==> src/rtl/sobel_pipe_accelerator.sv <==
// Multi-lane Sobel edge filter behind a three-stage valid/ready pipeline.
// The stages are gradients, then clamped magnitudes, then the mode combine that feeds the output register.
module sobel_pipe_accelerator #(
  parameter int NUM_LANES = 8,
  parameter int PIX_WIDTH = 8,
  parameter int CNT_WIDTH = 16
) (
  input  logic                              clk,
  input  logic                              reset,
  input  logic                              flush,
  input  logic                              srow2sacc_valid,
  output logic                              sacc2srow_ready,
  input  logic [(NUM_LANES+2)*PIX_WIDTH-1:0] srow2sacc_row1_data,
  input  logic [(NUM_LANES+2)*PIX_WIDTH-1:0] srow2sacc_row2_data,
  input  logic [(NUM_LANES+2)*PIX_WIDTH-1:0] srow2sacc_row3_data,
  input  logic [1:0]                        srow2sacc_mode,
  input  logic [PIX_WIDTH-1:0]              srow2sacc_threshold,
  output logic                              sacc2swt_valid,
  input  logic                              swt2sacc_ready,
  output logic [NUM_LANES*PIX_WIDTH-1:0]    sacc2swt_write_data,
  output logic [CNT_WIDTH-1:0]              sacc_word_count
);

  localparam int IW = (NUM_LANES + 2) * PIX_WIDTH;
  localparam int OW = NUM_LANES * PIX_WIDTH;
  localparam int GW = PIX_WIDTH + 4;
  localparam logic [PIX_WIDTH-1:0] PIX_MAX = {PIX_WIDTH{1'b1}};

  typedef logic signed [GW-1:0] grad_t;
  typedef logic [PIX_WIDTH-1:0] pix_t;

  function automatic grad_t px(input logic [IW-1:0] row, input int k);
    return grad_t'({4'b0000, row[k*PIX_WIDTH +: PIX_WIDTH]});
  endfunction

  function automatic pix_t abs_clamp(input grad_t g);
    grad_t mag;
    mag = g[GW-1] ? -g : g;
    return (mag > grad_t'({4'b0000, PIX_MAX})) ? PIX_MAX : mag[PIX_WIDTH-1:0];
  endfunction

  function automatic pix_t combine(input pix_t ax, input pix_t ay, input pix_t ctr,
                                   input logic [1:0] mode, input pix_t thr);
    logic [PIX_WIDTH:0] sum;
    pix_t sat;
    pix_t res;
    sum = {1'b0, ax} + {1'b0, ay};
    sat = sum[PIX_WIDTH] ? PIX_MAX : sum[PIX_WIDTH-1:0];
    case (mode)
      2'b00:   res = sat;
      2'b01:   res = (ax > ay) ? ax : ay;
      2'b10:   res = (sat >= thr) ? PIX_MAX : '0;
      default: res = ctr;
    endcase
    return res;
  endfunction

  logic s1_valid, s2_valid, s3_valid;
  logic s1_ready, s2_ready, s3_ready;
  logic in_fire, out_fire;

  grad_t      gx_d [NUM_LANES];
  grad_t      gy_d [NUM_LANES];
  pix_t       ctr_d [NUM_LANES];
  grad_t      s1_gx [NUM_LANES];
  grad_t      s1_gy [NUM_LANES];
  pix_t       s1_ctr [NUM_LANES];
  logic [1:0] s1_mode;
  pix_t       s1_thr;
  pix_t       s2_ax [NUM_LANES];
  pix_t       s2_ay [NUM_LANES];
  pix_t       s2_ctr [NUM_LANES];
  logic [1:0] s2_mode;
  pix_t       s2_thr;
  logic [OW-1:0] out_d;
  logic [OW-1:0] out_data;

  // Lane c sees pixels k = c (right), c+1 (middle), c+2 (left).
  always_comb begin
    for (int c = 0; c < NUM_LANES; c++) begin
      gx_d[c] = (px(srow2sacc_row1_data, c+2) + (px(srow2sacc_row1_data, c+1) <<< 1)
                 + px(srow2sacc_row1_data, c))
              - (px(srow2sacc_row3_data, c+2) + (px(srow2sacc_row3_data, c+1) <<< 1)
                 + px(srow2sacc_row3_data, c));
      gy_d[c] = (px(srow2sacc_row1_data, c+2) + (px(srow2sacc_row2_data, c+2) <<< 1)
                 + px(srow2sacc_row3_data, c+2))
              - (px(srow2sacc_row1_data, c) + (px(srow2sacc_row2_data, c) <<< 1)
                 + px(srow2sacc_row3_data, c));
      ctr_d[c] = srow2sacc_row2_data[(c+1)*PIX_WIDTH +: PIX_WIDTH];
    end
  end

  always_comb begin
    out_d = '0;
    for (int c = 0; c < NUM_LANES; c++) begin
      out_d[c*PIX_WIDTH +: PIX_WIDTH] = combine(s2_ax[c], s2_ay[c], s2_ctr[c], s2_mode, s2_thr);
    end
  end

  // Ready ripples back from the output; a stage may load whenever it is empty or draining.
  assign s3_ready        = !s3_valid || swt2sacc_ready;
  assign s2_ready        = !s2_valid || s3_ready;
  assign s1_ready        = !s1_valid || s2_ready;
  assign sacc2srow_ready = s1_ready && !flush;
  assign in_fire         = srow2sacc_valid && sacc2srow_ready;
  assign out_fire        = s3_valid && swt2sacc_ready;

  assign sacc2swt_valid      = s3_valid;
  assign sacc2swt_write_data = out_data;

  always_ff @(posedge clk or posedge reset) begin
    if (reset) begin
      s1_valid        <= 1'b0;
      s2_valid        <= 1'b0;
      s3_valid        <= 1'b0;
      out_data        <= '0;
      sacc_word_count <= '0;
    end else if (flush) begin
      s1_valid        <= 1'b0;
      s2_valid        <= 1'b0;
      s3_valid        <= 1'b0;
      sacc_word_count <= '0;
    end else begin
      if (s1_ready) s1_valid <= in_fire;
      if (s2_ready) s2_valid <= s1_valid;
      if (s3_ready) begin
        s3_valid <= s2_valid;
        if (s2_valid) out_data <= out_d;
      end
      if (out_fire) sacc_word_count <= sacc_word_count + CNT_WIDTH'(1);
    end
  end

  // Intermediate data needs no reset; its validity is tracked by the stage valid bits.
  always_ff @(posedge clk) begin
    if (in_fire) begin
      s1_mode <= srow2sacc_mode;
      s1_thr  <= srow2sacc_threshold;
      for (int c = 0; c < NUM_LANES; c++) begin
        s1_gx[c]  <= gx_d[c];
        s1_gy[c]  <= gy_d[c];
        s1_ctr[c] <= ctr_d[c];
      end
    end
    if (s2_ready && s1_valid) begin
      s2_mode <= s1_mode;
      s2_thr  <= s1_thr;
      for (int c = 0; c < NUM_LANES; c++) begin
        s2_ax[c]  <= abs_clamp(s1_gx[c]);
        s2_ay[c]  <= abs_clamp(s1_gy[c]);
        s2_ctr[c] <= s1_ctr[c];
      end
    end
  end

endmodule

==> config.mk <==
export PLATFORM = sky130hd
export DESIGN_NAME = sobel_pipe_accelerator
export DESIGN_NICKNAME = d
export VERILOG_FILES = /design/src/rtl/sobel_pipe_accelerator.sv
export SDC_FILE = /design/constraint.sdc
export NUM_CORES = 2
export LEC_CHECK = 0
export ABC_AREA = 1
export CAP_MARGIN = 20
export CORE_MARGIN = 8
export CORE_UTILIZATION = 56
export CTS_BUF_LIST = sky130_fd_sc_hd__clkbuf_8
export DETAILED_ROUTE_END_ITERATION = 16
export GPL_TIMING_DRIVEN = 1
export MAX_ROUTING_LAYER = met4
export PLACE_DENSITY = 0.8
export SETUP_SLACK_MARGIN = 0.1
export SLEW_MARGIN = 10
export SYNTH_ARGS = -nofsm -noshare
export SYNTH_HDL_FRONTEND = slang
export SYNTH_SLANG_ARGS = --single-unit
==> constraint.sdc <==
create_clock -name clk -period 12.8 [get_ports clk]
set_input_delay 1.92 -clock clk [delete_from_list [all_inputs] [get_ports clk]]
set_output_delay 1.92 -clock clk [all_outputs]
set_load 0.05 [all_outputs]
# Word level (Yosys, flattened, before mapping)
# Memories as Yosys holds them, arrays and structs flattened.
# Cells that the tools add are included.
# word_totals
ff_bits	103
latch_bits	0
ram_bits	448
mem_bits_ro	0
in_bits	255
out_inout_bits	82
word_cells	236
memories	6
# op_classes
add_sub_neg	93
multipliers	0
n_div	0
order_cmp	32
n_eq_ne	2
shifts	0
muxes	76
n_bitwise	1
reduce_logical	17
# mem_list
name	words	word_bits	read_ports	rd_ports_with_merged_regs	wr	line_no	rtl
s1_gx	8	12	8	0	8	65	grad_t s1_gx [NUM_LANES];
s1_gy	8	12	8	0	8	66	grad_t s1_gy [NUM_LANES];
s1_ctr	8	8	8	0	8	67	pix_t s1_ctr [NUM_LANES];
s2_ax	8	8	8	0	8	70	pix_t s2_ax [NUM_LANES];
s2_ay	8	8	8	0	8	71	pix_t s2_ay [NUM_LANES];
s2_ctr	8	8	8	0	8	72	pix_t s2_ctr [NUM_LANES];
# ops
op	n
8-bit two-way mux	40
10-bit by 8-bit adder with 11-bit output	26
8-bit by 9-bit adder with 10-bit output	26
12-bit by 9-bit > comparator with 1-bit output (second input constant)	16
12-bit two-way mux	16
12-bit negation	16
8-bit case mux with 3 select lines	8
11-bit by 11-bit subtractor with 12-bit output	10
8-bit by 8-bit adder with 9-bit output	8
12-bit subtractor	6
8-bit greater-or-equal comparator	8
8-bit > comparator	8
16-bit two-way mux	2
16-bit by 1-bit adder with 16-bit output (second input constant)	1
1-bit two-way mux	10
2-bit nonzero test	4
1-bit logical AND	4
1-bit zero test	4
1-bit logical OR	3
3-bit AND reduction	1
2-bit by 1-bit equality test with 1-bit output (second input constant)	1
2-bit equality test (second input constant)	1
2-bit zero test	1
1-bit inverter	1

# Longest topological paths before layout
# depth
word_depth	8
ltp_mapped	24
mapped_depth_nobuf	24

# Worst setup path before layout
# OpenSTA, ideal clock, no wires.
# synth_path
path_kind	input to register
startpoint	in flush
endpoint	mem s1_ctr[0][0] (netlist bit), enable pin
setup_time_ps	897
t_arrival_ps	13583
t_required_ps	11903
setup_slack_ps	-1681
stages	5
n_path_buf	2
path_cell_list	buf_2 inv_1 clkbuf_1 nand2_1 nor2_1
# synth_rtl
element	line_no	rtl
from (decl)	10	input logic flush,
to (decl)	67	

==> results.tsv <==
metric	value	unit
post_drt_wl_per_cell	21.4	um
dr.pass1.iters	6	
path_cells	clkdlybuf4s50_1, inv_1, fa_1, inv_1, ha_1, fa_1, nand3_1, nand2_1, nand2_1, nand2_1, a21oi_1, xor2_1, inv_1, fa_1, fa_1, inv_1, ha_1, nand2_1, nand2_1, a221oi_1, nand3_1, xor2_1	
synthTopCellsByCount	nand2_1, inv_1, edfxtp_1, ha_1, fa_1	
path_max_fanout	5	
cp_data_required_time	13280	ps
gp_congestion	1.05	
grt_max_degree	126	
syn-num-nets	6103	
relSlewSlack	29.4	%
dr_total_vias	36600	
cts_hold_buf	0	
n_fill_cell	6831	
yosysSeqAreaShare	34.5	%
synthXorXnorAreaFrac	5.26	%
core	83200	um^2
start_util	56.2	%
worst-setup-path-type	input port to flip-flop	
synth_area_per_cell	9.30	um^2
crit_family	adder cells	
top_level_ports	337	
ys_ff_latch	551	
final_hold_viol_count	0	
hp-class	flip-flop to flip-flop	
p_leak	24.4	nW
grt_pass1_vias	35500	
grt_setup_unrepaired	false	
cp.arrival	6960	ps
die_y	305	um
finClkSkew	54.5	ps
antenna_found_initial	19	
ys_top_cells_by_area	edfxtp_1, fa_1, ha_1	
die_area	93000	um^2
grt_pass1_wl	211	mm
crit_path_end_kind	flip-flop	
post_cts_resize_count	0	
drv_cap	0	
cts_tree	yes	
area_delta_synth_final	14.4	%
synth_most_common_cell	nand2_1	
tightest_slew	1060	ps
dpl.hpwl	117	mm
fmax	154	MHz
clk_path_buf_depth	3	
critPathLaunchType	input port	
critPathSlowestCell	clkdlybuf4s50_1	
synthCells	5029	
final_period_minus_worst_setup_slack	6480	ps
grt_usage	30.7	%
synthSimpleGateAreaFrac	19.0	%
max_stage_delay	720	ps
synthAdderAreaFrac	27.6	%
antenna_left	0	
synth_top_family_by_area	adder cells	
synth_edf_count	468	
rows	106	
synth.top_cell.area_share	30.1	%
total_power	9.97	mW
drtIter0Drc	3382	
io_buffer_count	336	
finalSetupViolCount	0	
root_buffer	clkbuf_8	
synth_cell_types	61	
async_reset_ff_share	15.1	%
numCtsBuffers	96	
clk_latency	750	ps
period_share	50.7	%
p_per_area	186	nW/um^2
synthMuxAreaShare	0	%
synth-compound-area-share	6.34	%
routed_wl	142	mm
synth_warnings	0	
synth_area_leader_cell	edfxtp_1	
drc	0	
cts_sinks	551	
peakVddDrop	0.134	mV
die_w	305	um
fin_tns_setup	0	ps
cp.buffers_inverters	5	
cts_max_level	3	
drive_gt1_share	5.44	%
grt.overflow.total	0	
final_nets	6507	
ys.flop_type	edfxtp_1	
report.final.slew_viol_count	0	
postCtsSetupBuffers	0	
clk_pin_slew	60	ps
status	finished clean	
syn_area	46800	um^2
avgViaCountPerCell	5.54	
crit_top_cell	nand2_1	
==> flip-flops by register name, indices dropped and copies added, names as in the netlist, 2 cells and up <==
signal / count
s1_thr: 8
s2_mode: 2
s1_mode: 2
s2_ctr: 64
s2_ay: 64
s1_ctr: 64
sacc_word_count: 16
s2_thr: 8
s1_gy: 96
s1_gx: 96
s2_ax: 64
sacc2swt_write_data: 64
==> cell type report <==
type / count / area (um^2) / share of cell area (%)
multi-input combinational: 3580 / 27200 / 50.9
sequential: 551 / 16100 / 30.1
timing repair buffer: 347 / 3460 / 6.46
inverter: 857 / 3230 / 6.03
clock buffer: 105 / 1450 / 2.70
tap: 1080 / 1350 / 2.53
clock inverter: 72 / 636 / 1.19
antenna: 13 / 32.5 / 0.0608
==> placed cells by master (no fill, tap or decap), drive strengths merged, types with 11 or more instances in the layout <==
| master | instances |
|---|---|
| nor3 | 57 |
| dfrtp | 83 |
| xnor2 | 81 |
| bufinv | 11 |
| clkdlybuf4s50 | 336 |
| nor2 | 251 |
| xor2 | 200 |
| clkinv | 28 |
| or2 | 20 |
| clkbuf | 105 |
| ha | 465 |
| o21a | 11 |
| o21bai | 15 |
| fa | 354 |
| nand2 | 1140 |
| inv | 887 |
| a31oi | 11 |
| o21ai | 148 |
| nand3b | 60 |
| diode | 13 |
| a21o | 19 |
| nand4 | 138 |
| nand3 | 280 |
| buf | 11 |
| a21oi | 280 |
| edfxtp | 468 |
==> per-layer routing <==
layer / share of wire [%] / up-vias / track usage, %
li1: - / 17300 / -
met1: 43 / 17400 / 41.9
met2: 43 / 1610 / 44.0
met3: 9.8 / 260 / 8.06
met4: 3.6 / 0 / 11.2
met5: 0 / - / -
==> power by group <==
group	switching, mW	internal [mW]
Sequential	0.280	2.60
Combinational	3.36	1.95
Clock	0.787	0.987
Total	4.43	5.54
==> stage by stage <==
step / worst slack (ps) / hold WS [ps] / instance area [um^2] / util (%) / cells
after floorplan: 2830 / 400 / 46800 / - / 5029
after global placement: 5710 / 401 / 51400 / 61.8 / 6414
after detailed placement: 5630 / 405 / 51400 / 61.8 / 6414
after CTS: 6410 / 418 / 53500 / 64.3 / 6591
after global routing: 6060 / 423 / 53500 / 64.3 / 6604
final: 6320 / 418 / 53500 / 64.4 / 6605
==> cells by family after synthesis <==
kind of cell / Yosys count
AOI/OAI and AO/OA: 517
and+or+nand+nor: 1963
buffers and inverters: 898
adders and majority gates: 819
DFF: 551
xor gates and xnor gates: 281
==> path summary, 6_finish.rpt <==
| check | startpoint | end | slack (ps) | cells after the start |
|---|---|---|---|---|
| min reg2reg | s1_ctr[1][13] | s2_ctr[1][13] | 420 | 0 |
| max | srow2sacc_row1_data[49] | s1_gy[1][34] | 6320 | 22 |
| max in group asynchronous | reset | sacc2swt_write_data[36] | 10110 | 3 |
| max reg2reg | sacc2swt_valid | s1_gy[0][0] | 8920 | 12 |
| min | s1_ctr[1][13] | s2_ctr[1][13] | 420 | 0 |
| min in group asynchronous | reset | sacc2swt_write_data[12] | 1510 | 2 |
==> worst register-to-register path, delay by kind of cell, from the launching register on <==
kind | cells | cell delay (ps)
buffers and inverters | 7 | 2710
AND/OR/NAND/NOR | 5 | 310
flip-flops | 1 | 390
No activity file was read; power rests on OpenSTA's default activity.
